[config.mk]
export PLATFORM = sky130hd
export DESIGN_NAME = sha256_msg_sched
export DESIGN_NICKNAME = d
export VERILOG_FILES = /design/src/rtl/sha256_pkg.sv /design/src/rtl/sha256_w_next.sv /design/src/rtl/sha256_msg_sched.sv
export SDC_FILE = /design/constraint.sdc
export NUM_CORES = 1
export LEC_CHECK = 0
export CAP_MARGIN = 20
export CELL_PAD_IN_SITES_DETAIL_PLACEMENT = 0
export CELL_PAD_IN_SITES_GLOBAL_PLACEMENT = 1
export CORE_MARGIN = 2
export CORE_UTILIZATION = 55
export CTS_BUF_LIST = sky130_fd_sc_hd__clkbuf_4
export DETAILED_ROUTE_END_ITERATION = 7
export PLACE_DENSITY = 0.91
export SLEW_MARGIN = 20
export SYNTH_ARGS = -nofsm -noshare
export SYNTH_HDL_FRONTEND = slang
export SYNTH_HIERARCHICAL = 1
export SYNTH_SLANG_ARGS = --single-unit
[constraint.sdc]
create_clock -name clk -period 34.3 [get_ports clk]
set_input_delay 3.43 -clock clk [delete_from_list [all_inputs] [get_ports clk]]
set_output_delay 3.43 -clock clk [all_outputs]
set_load 0.02 [all_outputs]
[src/rtl/sha256_pkg.sv]
// Shared SHA-256 types, block geometry and the message-schedule sigma functions.
package sha256_pkg;

    typedef logic [31:0] word_t;

    localparam int unsigned BLOCK_BITS  = 512;
    localparam int unsigned BLOCK_WORDS = 16;

    function automatic word_t rotr(input word_t x, input int unsigned n);
        return (x >> n) | (x << (32 - n));
    endfunction

    function automatic word_t sigma0(input word_t x);
        return rotr(x, 7) ^ rotr(x, 18) ^ (x >> 3);
    endfunction

    function automatic word_t sigma1(input word_t x);
        return rotr(x, 17) ^ rotr(x, 19) ^ (x >> 10);
    endfunction

endpackage

[src/rtl/sha256_w_next.sv]
// Combinational next schedule word: sigma1(W[t-2]) + W[t-7] + sigma0(W[t-15]) + W[t-16].
module sha256_w_next
    import sha256_pkg::*;
(
    input  word_t r0,
    input  word_t r1,
    input  word_t r9,
    input  word_t r14,
    output word_t w_next
);

    always_comb begin
        w_next = sigma1(r14) + r9 + sigma0(r1) + r0;
    end

endmodule

[src/rtl/sha256_msg_sched.sv]
// SHA-256 message scheduler: loads a 512-bit block in IN_W-bit beats, then streams W[0..ROUNDS-1].
// Optional SHA256_MSG_LEN_EN adds the msg_bits accepted-bit counter port.
module sha256_msg_sched
    import sha256_pkg::*;
#(
    parameter int unsigned IN_W   = 8,
    parameter int unsigned ROUNDS = 64
) (
    input  logic             clk,
    input  logic             rst,
    input  logic             abort,
    input  logic             in_valid,
    input  logic [IN_W-1:0]  in_data,
    output logic             in_ready,
    output logic             w_valid,
    output word_t            w_data,
    output logic [5:0]       w_idx,
    input  logic             w_ready,
    output logic             block_done
`ifdef SHA256_MSG_LEN_EN
    ,
    output logic [63:0]      msg_bits
`endif
);

    localparam int unsigned      BEATS     = BLOCK_BITS / IN_W;
    localparam int unsigned      CNT_W     = $clog2(BEATS);
    localparam logic [CNT_W-1:0] LAST_BEAT = CNT_W'(BEATS - 1);
    localparam logic [5:0]       LAST_IDX  = 6'(ROUNDS - 1);

    typedef enum logic {LOAD, EXPAND} state_t;

    state_t                             state;
    // Word 0 occupies the MSBs, so the whole file shifts as one 512-bit big-endian vector.
    logic [0:BLOCK_WORDS-1][31:0]       regs;
    logic [CNT_W-1:0]                   beat_cnt;
    word_t                              w_next;
    logic                               beat_hs;
    logic                               word_hs;

    assign beat_hs = (state == LOAD) && in_ready && in_valid;
    assign word_hs = (state == EXPAND) && w_valid && w_ready;
    assign w_data  = regs[0];

    sha256_w_next u_w_next (
        .r0     (regs[0]),
        .r1     (regs[1]),
        .r9     (regs[9]),
        .r14    (regs[14]),
        .w_next (w_next)
    );

    always_ff @(posedge clk or posedge rst) begin
        if (rst) begin
            state      <= LOAD;
            regs       <= '0;
            beat_cnt   <= '0;
            w_idx      <= '0;
            in_ready   <= 1'b0;
            w_valid    <= 1'b0;
            block_done <= 1'b0;
        end else begin
            block_done <= 1'b0;
            if (abort) begin
                state    <= LOAD;
                regs     <= '0;
                beat_cnt <= '0;
                w_idx    <= '0;
                in_ready <= 1'b1;
                w_valid  <= 1'b0;
            end else begin
                case (state)
                    LOAD: begin
                        in_ready <= 1'b1;
                        if (beat_hs) begin
                            regs <= (regs << IN_W) | BLOCK_BITS'(in_data);
                            if (beat_cnt == LAST_BEAT) begin
                                beat_cnt <= '0;
                                state    <= EXPAND;
                                in_ready <= 1'b0;
                                w_valid  <= 1'b1;
                            end else begin
                                beat_cnt <= beat_cnt + CNT_W'(1);
                            end
                        end
                    end
                    EXPAND: begin
                        if (word_hs) begin
                            regs <= {regs[1:BLOCK_WORDS-1], w_next};
                            if (w_idx == LAST_IDX) begin
                                w_idx      <= '0;
                                beat_cnt   <= '0;
                                state      <= LOAD;
                                in_ready   <= 1'b1;
                                w_valid    <= 1'b0;
                                block_done <= 1'b1;
                            end else begin
                                w_idx <= w_idx + 6'd1;
                            end
                        end
                    end
                    default: state <= LOAD;
                endcase
            end
        end
    end

`ifdef SHA256_MSG_LEN_EN
    always_ff @(posedge clk or posedge rst) begin
        if (rst) begin
            msg_bits <= '0;
        end else if (abort) begin
            msg_bits <= '0;
        end else if (beat_hs) begin
            msg_bits <= msg_bits + 64'(IN_W);
        end
    end
`endif

endmodule
==> summary.txt, run 1 <==
Outcome
  • Status: complete, no violations

Synthesis
  • Syn. warnings: 6
  • Ys flop type: dfrtp_1
  • Post-synth top area cell: dfrtp_1
  • Net Count, Synth: 3020
  • EDFF count, synth: 0
  • Async SR Flop Fraction: 1.000
  • Seq cells post-synth: 528
  • Syn Area/Cell: 10.35 um2
  • Synth Cell Area: 0.03014 mm2
  • Share of Yosys cell area claimed by the top area cell type: 0.4384
  • Cells after synthesis: 2912
  • Synth cell types: 56
  • Top cells by area, synth: dfrtp_1 44%, mux2i_1 17%, o31ai_1 13%
  • Register area share after synthesis: 0.4384

Worst setup path
  • Kind of end point of the critical path: flip-flop
  • Crit path DAT: 7420 ps
  • Crit path max fanout: 279
  • Startpoint Class: input port
  • WS Path Type: input port to flip-flop
  • WP data required: 35160 ps

Clock tree
  • Total setup buffers inserted after CTS: 0
  • Clk buf depth: 3
  • Clock-pin slew on the worst setup and hold paths: 60 ps
  • CTS Hold Buffers Added: 0
  • Post-CTS Resized: 0
  • Root Driver: clkbuf_4
  • Cts bufs inserted: 146
  • CTS tree: done
  • H-Tree Depth: 4
  • Clock sink total: 528
  • Clock latency on the worst-skew pair: 1000 ps

Final layout
  • Share of post-route cells with drive strength above 1: 0.08962
  • # fillers: 4505
  • Most frequent cells in the layout: 539 x nand2_1, 527 x dfrtp_1, 514 x mux2i_1, 514 x o31ai_1, 209 x clkbuf_4
  • Commonest non-fill, non-tap cell in the layout: nand2_1
  • Footprint of the multi-input gates: 0.01530 mm2
  • Final #Nets: 2973
  • Register area: 0.01322 mm2
  • Area grow syn2layout: 7.410%

Routing
  • Met2 wire len: 32.19 mm
  • Wire length per cell: 19.78 um
  • Met1 WL: 32.72 mm
  • Post-route ant nets: 0
  • Total number of vias: 21860
  • Drt drc: 0
  • Iter 0 DRT Violations: 1904
  • Post-Route WL: 72.36 mm
  • DRT Pass-1 Iters: 6
  • Uppermost routed layer: met5
  • Vias/cell: 5.975
  • Met3 wire len: 4.610 mm

Timing
  • Post-route setup TNS: 0 ps
  • RSZ-0062 raised after global routing: false
  • Final Hold Viols: 0
  • Worst Max-Slew Pin Slew: 1124 ps
  • Tmin final: 6558 ps
  • Fmax achieved: 0.1525 GHz
  • Rel. slew slack: 0.2507
  • Final Cycle Share: 0.1912
  • Clock skew: 75.39 ps
  • Final setup viols: 0
  • Final Max Tran Viols: 0

Floorplan
  • Die X: 238.1 um
  • DIE AREA: 0.05669 mm2
  • Initial Util: 0.5579
  • FP Rows: 85
  • Die Y: 238.1 um
  • Core box area: 0.05403 mm2
  • I/O Pins: 54

Global routing
  • Total grt overflow: 0
  • Initial antenna violation count: 4
  • Vias in the first global route: 21350
  • Largest net degree at the start of global routing: 280
  • First-pass GRT wire length: 117.3 mm
  • Gr usage total: 0.2617

Place
  • RD Place Congestion: 0.9772
  • Hpwl dp: 48.16 mm
  • Port buffer count: 53

Run
  • Max-cap violations: 0

Power and ir drop
  • Leak: 12.55 nW
  • Peak supply drop: 0.00002586 V
  • Tot Pwr: 0.001264 W
  • Power density over the cells: 39.06 mW/mm2

Min path
  • Worst Hold Class: flip-flop to flip-flop
-- power breakdown --
part           switching [W]  internal (W)  leakage, nW
registers         0.00000319      0.000625         7.36
clock network       0.000266      0.000316         1.09
logic              0.0000447    0.00000820         4.10
total               0.000314      0.000950         12.5
-- cells by family after synthesis --
logic type | count (synthesis) | share of synthesized area
AND/OR/NAND/NOR | 631 | 0.08361
buffers and inverters | 366 | 0.05401
multiplexers | 515 | 0.1711
adder cells (fa/ha/maj) | 95 | 0.05488
AO/OA/AOI/OAI | 629 | 0.1550
XOR/XNOR | 148 | 0.04301
flip-flops | 528 | 0.4384
-- worst max-delay path, cell delays in order --
cell	delay, ps
clkdlybuf4s50_1	410
and3_1	280
nor3_4	250
buf_12	800
buf_4	910
buf_4	870
nand2_1	140
o31ai_1	110
-- cell type report --
type,instances,share of cell area
antenna,5,0.0003865
timing repair buffer,78,0.02346
inverter,93,0.01102
clock buffer,209,0.04847
clock inverter,31,0.008928
multi-input combinational,2018,0.4726
sequential,528,0.4083
tap,696,0.02690
-- stage by stage --
step | instances | instance area, um2 | worst slack, ps | hold slack (ps) | utilization
2_1_floorplan | 2912 | 30140 | 16120 | 469.6 | -
3_3_place_gp | 3413 | 30490 | 26950 | 483.4 | 0.5644
3_5_place_dp | 3413 | 30490 | 26840 | 492.4 | 0.5644
4_1_cts | 3653 | 32350 | 27940 | 506.0 | 0.5987
5_1_grt | 3655 | 32360 | 27500 | 529.8 | 0.5991
6_report | 3658 | 32370 | 27740 | 499.9 | 0.5992
-- synthesized netlist by cell type (27+ instances only) --
library cell	n
a21oi_1	35
inv_1	92
xnor2_1	116
buf_4	32
buf_2	107
fa_1	62
clkbuf_1	130
dfrtp_1	528
nand2_1	539
nor2_1	27
o31ai_1	514
xor2_1	32
mux2i_1	514
ha_1	33
-- state kept, by name, summed over array words and instances, names as in the netlist --
register,count
in_ready,1
w_valid,1
w_data,32
regs,480
w_idx,6
block_done,1
beat_cnt,6
state,1
-- routing by layer --
layer / up-vias / global-route usage
met5: - / 0.01732
met1: 10750 / 0.3599
li1: 10360 / -
met3: 144 / 0.06826
met4: 4 / 0.1216
met2: 601 / 0.3876
-- worst paths after layout --
path / startpoint / to / slack (ps) / cells past startpoint
setup / recovery: w_ready / regs[432]$_DFFE_PP0P_ / 27740 / 8
hold / removal: regs[335]$_DFFE_PP0P_ / regs[335]$_DFFE_PP0P_ / 500 / 2
setup reg to reg: regs[50]$_DFFE_PP0P_ / regs[27]$_DFFE_PP0P_ / 29350 / 14
hold reg to reg: regs[335]$_DFFE_PP0P_ / regs[335]$_DFFE_PP0P_ / 500 / 2
max in group asynchronous: rst / regs[0]$_DFFE_PP0P_ / 29270 / 4
min in group asynchronous: rst / regs[215]$_DFFE_PP0P_ / 2980 / 2
(Power assumes the default switching activity.)
==> run 2: changes to the inputs <==
- CORE_UTILIZATION: 55 -> 52
- PLACE_DENSITY: 0.91 -> 0.87
- clock period: 34.3 -> 6.45 ns (I/O delays scaled with it)
==> summary.txt, run 2 (same netlist as run 1, synthesis figures left out) <==
Outcome
  • Status: complete, no violations

Floorplan
  • I/O Pins: 54 (unchanged)
  • Initial Util: 0.5244 (-0.03347)
  • Die X: 244.7 um (+2.8%)
  • DIE AREA: 0.05990 mm2 (+5.7%)
  • Core box area: 0.05748 mm2 (+6.4%)
  • FP Rows: 88 (+3.5%)
  • Die Y: 244.7 um (+2.8%)

Clock tree
  • H-Tree Depth: 4 (unchanged)
  • Total setup buffers inserted after CTS: 0 (unchanged)
  • Cts bufs inserted: 146 (unchanged)
  • Clk buf depth: 3 (unchanged)
  • Clock sink total: 528 (unchanged)
  • CTS tree: done
  • Clock latency on the worst-skew pair: 970 ps (-30 ps)
  • Clock-pin slew on the worst setup and hold paths: 60 ps (about the same)
  • Root Driver: clkbuf_4
  • CTS Hold Buffers Added: 1 (+1)
  • Post-CTS Resized: 0 (unchanged)

Final layout
  • Design area: 0.03259 mm2 (+0.67%)
  • Most frequent cells in the layout: 539 x nand2_1, 527 x dfrtp_1, 514 x mux2i_1, 514 x o31ai_1, 217 x clkbuf_4
  • Register name with the most flops: regs
  • Commonest non-fill, non-tap cell in the layout: nand2_1
  • Area grow syn2layout: 8.129%
  • # fillers: 5032 (+12%)
  • Largest register FFs: 480 (unchanged)
  • Share of post-route cells with drive strength above 1: 0.09137 (+0.001751)
  • Final #Nets: 2972 (-0.034%)

Worst setup path
  • Kind of end point of the critical path: flip-flop
  • WS Path Type: flip-flop to flip-flop
  • Buf+Inv Stages, Crit Path: 0 (-4)
  • Critical-path cell list: xnor2_1, xnor2_1, fa_1, fa_1, ha_1, fa_1, a21o_1, a221oi_4, o211ai_1, nor3_1, o21ai_1, xnor2_1, mux2i_1, o31ai_1
  • Crit Reg-Reg Startpoint: regs[52]$_DFFE_PP0P_
  • Startpoint Class: flip-flop
  • Cell family with most CP delay: adder cells
  • Slowest stage delay, CP: 530 ps (-380 ps)
  • Crit path DAT: 5430 ps (-1990 ps)
  • WP data required: 7280 ps (-27880 ps)
  • Crit-path slowest cell: dfrtp_1
  • Crit path max fanout: 6 (-98%)
  • Crit path from: regs[52]$_DFFE_PP0P_

Power and ir drop
  • Peak supply drop: 0.0001645 V (+540%)
  • Leak: 12.61 nW (+0.48%)
  • Power density over the cells: 209.8 mW/mm2 (+440%)

Global routing
  • Initial antenna violation count: 2 (-2)
  • GR Util met2: 0.4112 (+0.02353)
  • Gr usage total: 0.2645 (+0.002765)
  • Total grt overflow: 0 (unchanged)
  • Largest net degree at the start of global routing: 265 (-5.4%)
  • Met3 usage: 0.04811 (-0.02015)
  • GR peak layer: met2
  • First-pass GRT wire length: 124.7 mm (+6.3%)
  • Vias in the first global route: 22110 (+3.6%)
  • GR Layer Usage met1: 0.3686 (+0.008707)

Place
  • RD Place Congestion: 0.9590 (-1.9%)
  • Setup Slack @ Placement: 1906 ps (-24940 ps)
  • Port buffer count: 53 (unchanged)
  • Hpwl dp: 51.54 mm (+7.0%)
  • Placement Cell Area: 0.03063 mm2 (+0.47%)

Routing
  • Iter 0 DRT Violations: 2232 (+17%)
  • DRT Pass-1 Iters: 5 (-1)
  • Total number of vias: 21990 (+0.59%)
  • Vias/cell: 5.886 (-1.5%)
  • Wire length per cell: 20.66 um (+4.5%)
  • Drt drc: 0 (unchanged)
  • Post-route ant nets: 0 (unchanged)
  • Post-Route WL: 77.18 mm (+6.7%)

Min path
  • Hold Startpoint: abort
  • Worst Hold Class: input port to flip-flop

Timing
  • Final setup viols: 0 (unchanged)
  • Worst Max-Slew Pin Slew: 1189 ps (+65.53 ps)
  • Rel. slew slack: 0.2070 (-0.04369)
  • Final Max Tran Viols: 0 (unchanged)
  • Clock skew: 68.25 ps (-7.143 ps)
  • PnR worst setup slack: 1855 ps (-25890 ps)
  • Tmin final: 4595 ps
  • Final Cycle Share: 0.7125
  • Final Hold Viols: 0 (unchanged)
  • Fmax achieved: 0.2176 GHz
  • RSZ-0062 raised after global routing: false

Run
  • Max-cap violations: 0 (unchanged)
[run 2: path summary, 6_finish.rpt]
kind	endpoint	slack, ps	cells past startpoint
max	regs[31]$_DFFE_PP0P_	1850	14
max in group asynchronous	state$_DFF_PP0_	4380	4
min in group asynchronous	regs[463]$_DFFE_PP0P_	620	3
max reg2reg	regs[31]$_DFFE_PP0P_	1850	14
min	w_idx[2]$_DFFE_PP0P_	210	2
min reg2reg	regs[172]$_DFFE_PP0P_	500	2
[run 2: power by group]
part	switching [W]	internal, W
logic	0.000242	0.0000476
clock network	0.00143	0.00177
registers	0.0000204	0.00333
total	0.00169	0.00514
[run 2: through the flow]
| stage | instances | power [W] | hold WS [ps] | setup TNS (ps) | util |
|---|---|---|---|---|---|
| final | 3735 | 0.006838 | 209.5 | 0 | 0.5670 |
| after global routing | 3735 | 0.007170 | 300.0 | 0 | 0.5670 |
| after CTS | 3731 | 0.006956 | 212.9 | 0 | 0.5668 |
| after detailed placement | 3480 | 0.003699 | 492.8 | 0 | 0.5330 |
| after global placement | 3480 | 0.003695 | 485.3 | 0 | 0.5330 |
| after floorplan | 2912 | 0.003631 | 469.6 | -723960 | - |
[run 2: area by class of cell]
class / instances / area, um2 / area share
inverter: 93 / 352.8 / 0.01083
clock buffer: 217 / 1629 / 0.04999
multi-input combinational: 2018 / 15300 / 0.4694
antenna: 4 / 10.01 / 0.0003071
sequential: 528 / 13220 / 0.4056
timing repair buffer: 77 / 818.3 / 0.02511
tap: 765 / 957.2 / 0.02937
clock inverter: 33 / 306.5 / 0.009406
[run 2: metal layers]
metal	part of all wire	up-vias
met1	0.45	11010
li1	-	10350
met3	0.049	95
met2	0.47	535
met4	0.023	0
met5	0	-
==> run 3: changes to the inputs <==
- clock period: 6.45 -> 4.7 ns (I/O delays scaled with it)
==> summary.txt, run 3 (same netlist as run 1, synthesis figures left out) <==
Routing
  • Drt drc: 0 (unchanged)
  • Post-route ant nets: 0 (unchanged)
  • Iter 0 DRT Violations: 2063 (-7.6%)
  • DRT Pass-1 Iters: 8 (+3)
  • Post-Route WL: 78.71 mm (+2.0%)
  • Wire length per cell: 20.78 um (+0.55%)
  • Vias/cell: 5.903 (+0.29%)
  • Total number of vias: 22360 (+1.7%)

Floorplan
  • Initial Util: 0.5244 (unchanged)
  • FP Rows: 88 (unchanged)
  • Die Y: 244.7 um (unchanged)
  • Die X: 244.7 um (unchanged)
  • Core box area: 0.05748 mm2 (unchanged)
  • I/O Pins: 54 (unchanged)
  • DIE AREA: 0.05990 mm2 (unchanged)

Place
  • Port buffer count: 53 (unchanged)
  • Placed cells: 3534 (+1.6%)
  • RD Place Congestion: 0.9496 (-0.98%)
  • Hpwl dp: 54.24 mm (+5.2%)

Power and ir drop
  • Net Sw Frac: 0.2487 (+0.001098)
  • Leak: 12.94 nW (+2.7%)
  • Psw: 0.002343 W (+38%)
  • Power density over the cells: 283.8 mW/mm2 (+35%)
  • Logic pwr share: 0.048 (+0.006)
  • Peak supply drop: 0.0002601 V (+58%)
  • Clock Power Share: 0.465 (-0.003)
  • Reg power frac: 0.487 (-0.002)
  • Cell-internal power: 0.007080 W (+38%)

Final layout
  • Area grow syn2layout: 10.16%
  • Most frequent cells in the layout: 539 x nand2_1, 525 x dfrtp_1, 514 x mux2i_1, 514 x o31ai_1, 222 x clkbuf_4
  • # fillers: 4918 (-2.3%)
  • Final #Nets: 3031 (+2.0%)
  • Commonest non-fill, non-tap cell in the layout: nand2_1
  • Footprint of the multi-input gates: 0.01531 mm2 (about the same)
  • Register area: 0.01322 mm2 (about the same)
  • Post-route insts no fill: 3788 (+1.4%)
  • Largest register FFs: 480 (unchanged)
  • Register name with the most flops: regs
  • Share of post-route cells with drive strength above 1: 0.1102 (+0.01886)
  • Final core utilization: 0.5777 (+0.01065)

Worst setup path
  • Crit path max fanout: 6 (unchanged)
  • Startpoint Class: flip-flop
  • Kind of end point of the critical path: flip-flop
  • WS Path Type: flip-flop to flip-flop
  • Crit path DAT: 5330 ps (-100 ps)
  • WP data required: 5550 ps (-1730 ps)

Clock tree
  • Clock-pin slew on the worst setup and hold paths: 70 ps (about the same)
  • Cts bufs inserted: 148 (+1.4%)
  • Clock sink total: 528 (unchanged)
  • CTS tree: done
  • H-Tree Depth: 4 (unchanged)
  • Clock latency on the worst-skew pair: 1010 ps (+40 ps)
  • Clk buf depth: 3 (unchanged)
  • Root Driver: clkbuf_4

Timing
  • Final Max Tran Viols: 0 (unchanged)
  • Rel. slew slack: 0.2480 (+0.04103)
  • Final Cycle Share: 0.9535 (+0.2410)
  • Fmax achieved: 0.2231 GHz (+2.5%)
  • Final Hold Viols: 0 (unchanged)
  • RSZ-0062 raised after global routing: false
  • Worst Max-Slew Pin Slew: 1128 ps (-61.55 ps)
  • Tmin final: 4481 ps (-114.0 ps)
  • Final setup viols: 0 (unchanged)
  • Clock skew: 66.93 ps (-1.320 ps)

Global routing
  • First-pass GRT wire length: 126.6 mm (+1.5%)
  • Vias in the first global route: 22280 (+0.77%)
  • Total grt overflow: 0 (unchanged)
  • Gr usage total: 0.2691 (+0.004625)
  • Initial antenna violation count: 4 (+2)
  • Largest net degree at the start of global routing: 160 (-40%)

Min path
  • Worst Hold Class: input port to flip-flop

Outcome
  • Status: complete, no violations

Run
  • Max-cap violations: 0 (unchanged)
[run 3: cell count changes in the layout (fill, tap and decap cells not counted), moves of 2 or more]
| cell | delta |
|---|---|
| dfrtp_1 | -2 |
| clkbuf_4 | +5 |
| clkinv_1 | -4 |
| inv_2 | -2 |
| dfrtp_2 | +2 |
| buf_12 | +14 |
| buf_4 | +41 |
| diode_2 | -2 |
| clkinv_4 | +2 |
[run 3: power by group through the flow]
stage               sequential (W)  combinational, W  clock, W
floorplan                  0.00467          0.000317         0
global placement           0.00467          0.000445         0
detailed placement         0.00467          0.000453         0
CTS                        0.00459          0.000457   0.00452
global route               0.00459          0.000503   0.00476
finish                     0.00459          0.000450   0.00438
[run 3: layout make-up]
cell class                 instances  share of cell area
inverter                          93             0.01063
timing repair buffer             134             0.04311
sequential                       528              0.3982
clock inverter                    26            0.007763
multi-input combinational       2018              0.4612
antenna                            2           0.0001507
clock buffer                     222             0.05020
tap                              765             0.02883
[run 3: per-stage QoR]
step | power (W) | setup slack [ps] | instance area (um2) | TNS (ps) | hold WS (ps)
finish | 0.009423 | 218.6 | 33200 | 0 | 130.2
global route | 0.009854 | 3.706 | 33200 | 0 | 90.39
CTS | 0.009565 | 144.2 | 33170 | 0 | 36.81
detailed placement | 0.005126 | 115.4 | 31220 | 0 | 491.2
global placement | 0.005118 | 201.8 | 31210 | 0 | 486.3
floorplan | 0.004983 | -2946 | 30140 | -1555550 | 469.6
[run 3: worst paths after layout]
path / cells after the start / start / slack (ps) / endpoint
min in group asynchronous: 3 / rst / 610 / regs[223]$_DFFE_PP0P_
setup reg to reg: 14 / regs[52]$_DFFE_PP0P_ / 220 / regs[25]$_DFFE_PP0P_
hold reg to reg: 2 / regs[127]$_DFFE_PP0P_ / 500 / regs[127]$_DFFE_PP0P_
max in group asynchronous: 4 / rst / 2910 / regs[156]$_DFFE_PP0P_
hold / removal: 3 / in_data[5] / 130 / regs[5]$_DFFE_PP0P_
setup / recovery: 14 / regs[52]$_DFFE_PP0P_ / 220 / regs[25]$_DFFE_PP0P_
[run 3: routing by layer]
| metal | routed length, um | share of wire | vias to the layer above | GRT usage |
|---|---|---|---|---|
| li1 | - | - | 10470 | - |
| met3 | 4736 | 0.060 | 139 | 0.05620 |
| met2 | 36800 | 0.47 | 672 | 0.4199 |
| met4 | 2291 | 0.029 | 2 | 0.09935 |
| met5 | 10 | 0.00013 | - | 0 |
| met1 | 34870 | 0.44 | 11080 | 0.3712 |
[run 3: critical path: stages, from the launching register on]
cell and delay [ps]:
dfrtp_2 480, xnor2_2 170, xnor2_1 190, fa_1 460, fa_1 450, ha_1 230
fa_1 480, a21o_1 240, a221oi_4 400, o2111ai_2 200, a221oi_4 410, o21ai_1 140
xor2_1 180, mux2i_1 100, o31ai_1 220
[run 3: repair_timing]
item	CTS	global route
setup buffers	0	2
hold buffers	2	0
endpoints found under the hold margin	25	0
endpoints found under the setup margin	0	5
gates resized for setup	0	4
